### config.mk
export PLATFORM = sky130hd
export DESIGN_NAME = io_ready_check
export DESIGN_NICKNAME = d
export VERILOG_FILES = /design/src/rtl/io_ready_check_pkg.sv /design/src/rtl/io_port_pending.sv /design/src/rtl/io_ready_check.sv
export SDC_FILE = /design/constraint.sdc
export NUM_CORES = 1
export LEC_CHECK = 0
export BUFFER_PORTS_ARGS = -buffer_cell sky130_fd_sc_hd__buf_2
export CORE_MARGIN = 4
export CORE_UTILIZATION = 53
export CTS_CLUSTER_SIZE = 10
export DETAILED_ROUTE_END_ITERATION = 8
export PLACE_DENSITY_LB_ADDON = 0.05
export RECOVER_POWER = 50
export REMOVE_ABC_BUFFERS = 1
export SYNTH_ARGS = -nofsm -noshare
export SYNTH_HDL_FRONTEND = slang
export SYNTH_SLANG_ARGS = --single-unit
### constraint.sdc
create_clock -name clock -period 3 [get_ports clock]
set_input_delay 0.6 -clock clock [delete_from_list [all_inputs] [get_ports clock]]
set_output_delay 0.6 -clock clock [all_outputs]
set_load 0.05 [all_outputs]
### src/rtl/io_ready_check_pkg.sv
// Shared constants and the stage-1 record for the I/O ready check pipeline.
package io_ready_check_pkg;

  localparam int unsigned ADDR_WIDTH         = 10;
  localparam int unsigned PORT_BASE          = 1016;
  localparam int unsigned PORT_COUNT         = 8;
  localparam int unsigned PORT_COUNT_WIDTH   = 3;
  localparam int unsigned THREAD_COUNT       = 8;
  localparam int unsigned THREAD_COUNT_WIDTH = 3;
  localparam int unsigned PENDING_CYCLES     = 2;

  // Decoded operand as captured in stage 1, tagged with the owning thread.
  typedef struct packed {
    logic                          hit;
    logic [PORT_COUNT_WIDTH-1:0]   port_idx;
    logic                          cancel;
    logic [THREAD_COUNT_WIDTH-1:0] tag;
  } stage1_t;

endpackage

### src/rtl/io_port_pending.sv
// Per-port pending countdown: a lane is busy for Cycles cycles after it is loaded.
module io_port_pending #(
  parameter int unsigned Lanes  = 8,
  parameter int unsigned Cycles = 2
) (
  input  logic             clk_i,
  input  logic             rst_ni,
  input  logic [Lanes-1:0] load_i,
  output logic [Lanes-1:0] busy_o
);

  localparam int unsigned CntW = $clog2(Cycles + 1);

  logic [CntW-1:0] cnt_q [Lanes];
  logic [CntW-1:0] cnt_d [Lanes];

  // Load on consume, otherwise count down and hold at zero.
  always_comb begin
    for (int i = 0; i < int'(Lanes); i++) begin
      cnt_d[i]  = cnt_q[i];
      busy_o[i] = (cnt_q[i] != '0);
      if (load_i[i]) begin
        cnt_d[i] = CntW'(Cycles);
      end else if (cnt_q[i] != '0) begin
        cnt_d[i] = cnt_q[i] - CntW'(1);
      end
    end
  end

  // Counter registers, synchronous active-low clear.
  always_ff @(posedge clk_i) begin
    for (int i = 0; i < int'(Lanes); i++) begin
      if (!rst_ni) begin
        cnt_q[i] <= '0;
      end else begin
        cnt_q[i] <= cnt_d[i];
      end
    end
  end

endmodule

### src/rtl/io_ready_check.sv
// I/O ready check: decodes translated operand addresses against the read-port window,
// gates on port data-available and pending masks, and issues one-cycle consume pulses.
// Optional per-thread stall counters are built when IO_READY_STALL_COUNT_EN is defined.
module io_ready_check
  import io_ready_check_pkg::*;
(
  input  logic                          clock,
  input  logic                          reset_n,
  input  logic [ADDR_WIDTH-1:0]         offset_addr,
  input  logic                          addr_used,
  input  logic                          Cancel_current,
  input  logic [PORT_COUNT-1:0]         port_ready,
`ifdef IO_READY_STALL_COUNT_EN
  output logic [7:0]                    stall_count,
`endif
  output logic                          IO_Ready,
  output logic [PORT_COUNT-1:0]         port_read,
  output logic [THREAD_COUNT_WIDTH-1:0] thread_id
);

  logic [THREAD_COUNT_WIDTH-1:0] thr_q, thr_d;
  stage1_t                       s1_q, s1_d;
  logic                          io_ready_q, io_ready_d;
  logic [PORT_COUNT-1:0]         port_read_q, port_read_d;
  logic [THREAD_COUNT_WIDTH-1:0] thread_id_q, thread_id_d;
  logic [PORT_COUNT-1:0]         pend_busy;
  logic [ADDR_WIDTH:0]           rel;
  logic                          avail;

  // Stage 1: window decode; offsets below the base wrap to large values and miss.
  always_comb begin
    rel         = {1'b0, offset_addr} - (ADDR_WIDTH + 1)'(PORT_BASE);
    s1_d.hit    = addr_used & (rel < (ADDR_WIDTH + 1)'(PORT_COUNT));
    s1_d.port_idx = rel[PORT_COUNT_WIDTH-1:0];
    s1_d.cancel = Cancel_current;
    s1_d.tag    = thr_q;
    thr_d = (thr_q == THREAD_COUNT_WIDTH'(THREAD_COUNT - 1)) ? '0
                                                             : thr_q + THREAD_COUNT_WIDTH'(1);
  end

  // Stage 2: availability, ready and one-hot consume pulse.
  always_comb begin
    avail       = port_ready[s1_q.port_idx] & ~pend_busy[s1_q.port_idx];
    io_ready_d  = ~s1_q.hit | avail;
    port_read_d = '0;
    if (s1_q.hit && avail && !s1_q.cancel) begin
      port_read_d[s1_q.port_idx] = 1'b1;
    end
    thread_id_d = s1_q.tag;
  end

  // Pending mask is loaded on the same edge the consume pulse is registered.
  io_port_pending #(
    .Lanes  (PORT_COUNT),
    .Cycles (PENDING_CYCLES)
  ) u_pending (
    .clk_i  (clock),
    .rst_ni (reset_n),
    .load_i (port_read_d),
    .busy_o (pend_busy)
  );

  // Pipeline and output registers.
  always_ff @(posedge clock) begin
    if (!reset_n) begin
      thr_q       <= '0;
      s1_q        <= '0;
      io_ready_q  <= 1'b0;
      port_read_q <= '0;
      thread_id_q <= '0;
    end else begin
      thr_q       <= thr_d;
      s1_q        <= s1_d;
      io_ready_q  <= io_ready_d;
      port_read_q <= port_read_d;
      thread_id_q <= thread_id_d;
    end
  end

  assign IO_Ready  = io_ready_q;
  assign port_read = port_read_q;
  assign thread_id = thread_id_q;

`ifdef IO_READY_STALL_COUNT_EN
  logic [7:0] stall_q [THREAD_COUNT];
  logic [7:0] stall_d [THREAD_COUNT];
  logic [7:0] stall_count_q, stall_count_d;

  // Saturating per-thread stall count; cleared when the thread's I/O access proceeds.
  always_comb begin
    stall_d = stall_q;
    if (s1_q.hit && !avail && !s1_q.cancel) begin
      if (stall_q[s1_q.tag] != 8'hFF) begin
        stall_d[s1_q.tag] = stall_q[s1_q.tag] + 8'd1;
      end
    end else if (s1_q.hit && avail) begin
      stall_d[s1_q.tag] = 8'd0;
    end
    stall_count_d = stall_d[s1_q.tag];
  end

  // Stall counter registers.
  always_ff @(posedge clock) begin
    if (!reset_n) begin
      for (int i = 0; i < int'(THREAD_COUNT); i++) begin
        stall_q[i] <= 8'd0;
      end
      stall_count_q <= 8'd0;
    end else begin
      for (int i = 0; i < int'(THREAD_COUNT); i++) begin
        stall_q[i] <= stall_d[i];
      end
      stall_count_q <= stall_count_d;
    end
  end

  assign stall_count = stall_count_q;
`endif

endmodule
==> flow_summary.json <==
{
  "diodes": 0,
  "crit_path_max_incr_delay_ns": 0.76,
  "clock_latency_ns": 0.34,
  "clk_pin_slew_ns": 0.11,
  "place_congestion": 0.763,
  "die_x_um": 59.8,
  "worst_ep_required_time_ns": 3.21,
  "cts-root-buf": "clkbuf_4",
  "overflow": 0,
  "r2r_start": "s1_q[4]$_SDFF_PN0_",
  "r2r_slack_ns": 0.82,
  "final_common_cell": "dfxtp_1",
  "r2r-end": "u_pending.cnt_q[2][1]$_SDFFE_PN0P_",
  "cts_resized": 0,
  "ys_types": 34,
  "slew_headroom": 0.306,
  "cp-end-kind": "register",
  "vias_per_cell": 5.19,
  "grt_pass1_wl_um": 4140,
  "antenna_found_initial": 0,
  "synth_cells": 142,
  "ys_ff_latch": 39,
  "die-height_um": 59.8,
  "num_io_pins": 34,
  "layout-drive-gt1-share": 0.251,
  "whs_ns": 0.441,
  "ant_nets": 0,
  "drv_slew": 0,
  "finalWorstSetupSlack_ns": 0.819,
  "fin_skew_ns": 0.0107,
  "syn_area_um2": 1420,
  "wl_um": 2400,
  "cp.depth": 5,
  "cts_max_level": 2,
  "r2r_cells": 5,
  "num_vias": 1063,
  "setup_viol": 0,
  "wire_per_inst_um": 11.7,
  "syn_area_per_cell_um2": 10.0,
  "place_ws_ns": 0.854,
  "startpoint_type": "register",
  "crit_start": "s1_q[4]$_SDFF_PN0_",
  "drt_iter0_drc": 42,
  "worstSetupPathType": "reg -> reg",
  "crit_path_end": "u_pending.cnt_q[2][1]$_SDFFE_PN0P_",
  "powerDensity_nw_per_um2": 550,
  "cts.hold.buffers_added": 0,
  "cts_buffers": 5,
  "cts_setup_buffers": 0,
  "tightest_slew_ns": 1.04,
  "initial_utilization": 0.563,
  "fillerInstances": 220,
  "fin_cells": 205,
  "cts.sinks": 39,
  "arrival_ns": 2.39,
  "dp_hpwl_um": 1680,
  "fmax_mhz": 459,
  "drv_cap": 0,
  "cts_tree": "built",
  "critical_path_peak_fanout": 19,
  "dp.cells": 197,
  "rsz0062_at_grt": "false",
  "min_period_ns": 2.18,
  "nets": 198,
  "slowest_stage": "dfxtp_1",
  "grt_max_degree": 32,
  "firstDrtPassIters": 5,
  "ys_warn_count": 0,
  "drc_errors": 0,
  "worst-path-buf-inv": 0,
  "synth_seq_area_share": 0.550,
  "crit_chain": "mux2_4 > a22oi_2 > o221ai_2 > o211ai_4 > o41ai_1",
  "grt_pass1_vias": 953,
  "hold_viol_final": 0,
  "io_buffers": 33,
  "min-delay-path-class": "reg -> reg",
  "cts_buffer_depth": 2,
  "ir_drop_v": 0.000472,
  "fin_tns_setup_ns": 0,
  "coreArea_um2": 2520,
  "cp_top_family": "compound AO/OA/AOI/OAI gates",
  "dieArea_um2": 3570,
  "status": "complete, no violations",
  "core.rowCount": 18,
  "leakage_nw": 0.678,
  "layout_common_cells": "39 x dfxtp_1, 29 x buf_2, 17 x nor2_1",
  "fin_crit_sh": 0.727,
  "area_delta_synth_final_pct": 15.2,
  "grt_usage": 0.158
}
[power by group]
| part | internal, W | total (W) | switching (W) |
|---|---|---|---|
| Combinational | 0.0000285 | 0.0000676 | 0.0000391 |
| Sequential | 0.000528 | 0.000538 | 0.00000996 |
| Clock | 0.000138 | 0.000295 | 0.000157 |
| Total | 0.000694 | 0.000901 | 0.000206 |
[how the worst min path moves through the flow]
stage / start / end / slack, ns / cells after the start
5_1_grt: Cancel_current / s1_q[3]$_SDFF_PN0_ / 0.43 / 2
6_report: u_pending.cnt_q[0][0]$_SDFFE_PP0P_ / u_pending.cnt_q[0][0]$_SDFFE_PP0P_ / 0.44 / 1
3_3_place_gp: thread_id_d[2]$_SDFF_PN0_ / thread_id[2]$_SDFF_PN0_ / 0.42 / 1
4_1_cts: u_pending.cnt_q[0][0]$_SDFFE_PP0P_ / u_pending.cnt_q[0][0]$_SDFFE_PP0P_ / 0.44 / 1
3_5_place_dp: thread_id_d[0]$_SDFF_PN0_ / thread_id[0]$_SDFF_PN0_ / 0.42 / 1
2_1_floorplan: u_pending.cnt_q[0][2]$_SDFFE_PP0P_ / u_pending.cnt_q[0][2]$_SDFFE_PP0P_ / 0.41 / 1
[cell type report]
| class | instances | area [um^2] | share of cell area |
|---|---|---|---|
| timing repair buffer | 34 | 164 | 0.100 |
| clock buffer | 8 | 68.8 | 0.0420 |
| tap | 30 | 37.5 | 0.0229 |
| sequential | 39 | 781 | 0.477 |
| inverter | 2 | 7.51 | 0.00459 |
| multi-input combinational | 92 | 578 | 0.353 |
[cell usage after synthesis, drive strengths merged]
master / instances / area [um^2]
o41ai: 1 / 8.76
mux2i: 1 / 10.0
inv: 2 / 7.51
a21boi: 1 / 11.3
nand4: 2 / 12.5
o22ai: 1 / 6.26
nand3b: 2 / 15.0
nor3: 8 / 40.0
nand2: 10 / 37.5
o32ai: 1 / 8.76
nand2b: 2 / 12.5
o31ai: 5 / 37.5
ha: 2 / 25.0
or3: 2 / 12.5
a21oi: 1 / 5.00
o221ai: 1 / 15.0
nand3: 10 / 50.1
a211oi: 3 / 22.5
mux2: 1 / 15.0
or2: 1 / 6.26
and3b: 2 / 17.5
dfxtp: 39 / 781
a22oi: 1 / 12.5
buf: 6 / 42.5
nor4: 2 / 18.8
o211ai: 1 / 21.3
and2: 10 / 62.6
clkbuf: 3 / 11.3
o21ai: 3 / 22.5
nor3b: 1 / 7.51
nor2: 17 / 63.8
[layer usage]
| metal | global-route usage | share of wire |
|---|---|---|
| met5 | 0 | 0 |
| met1 | 0.211 | 0.50 |
| met2 | 0.216 | 0.39 |
| met4 | 0.0665 | 0.015 |
| met3 | 0.0734 | 0.093 |
[kinds of logic after synthesis]
kind of cell | after synthesis | synth area share
simple gates | 69 | 0.251
mux | 2 | 0.0176
fa+ha+maj | 2 | 0.0176
compound gates | 19 | 0.121
flops | 39 | 0.550
buf+inv | 11 | 0.0432
[stage by stage]
| step | utilization | area (um^2) | total power, W |
|---|---|---|---|
| 2_1_floorplan | - | 1370 | 0.000589 |
| 3_3_place_gp | 0.625 | 1580 | 0.000616 |
| 3_5_place_dp | 0.625 | 1580 | 0.000620 |
| 4_1_cts | 0.652 | 1650 | 0.000911 |
| 5_1_grt | 0.649 | 1640 | 0.000948 |
| 6_report | 0.649 | 1640 | 0.000901 |
[sequential cells by signal, indices dropped and copies added (netlist names)]
| signal | count |
|---|---|
| thread_id_d | 3 |
| s1_q | 5 |
| port_read | 8 |
| thread_id | 3 |
| thr_q | 3 |
| IO_Ready | 1 |
| u_pending.cnt_q | 16 |
No activity file was read; power rests on OpenSTA's default activity.
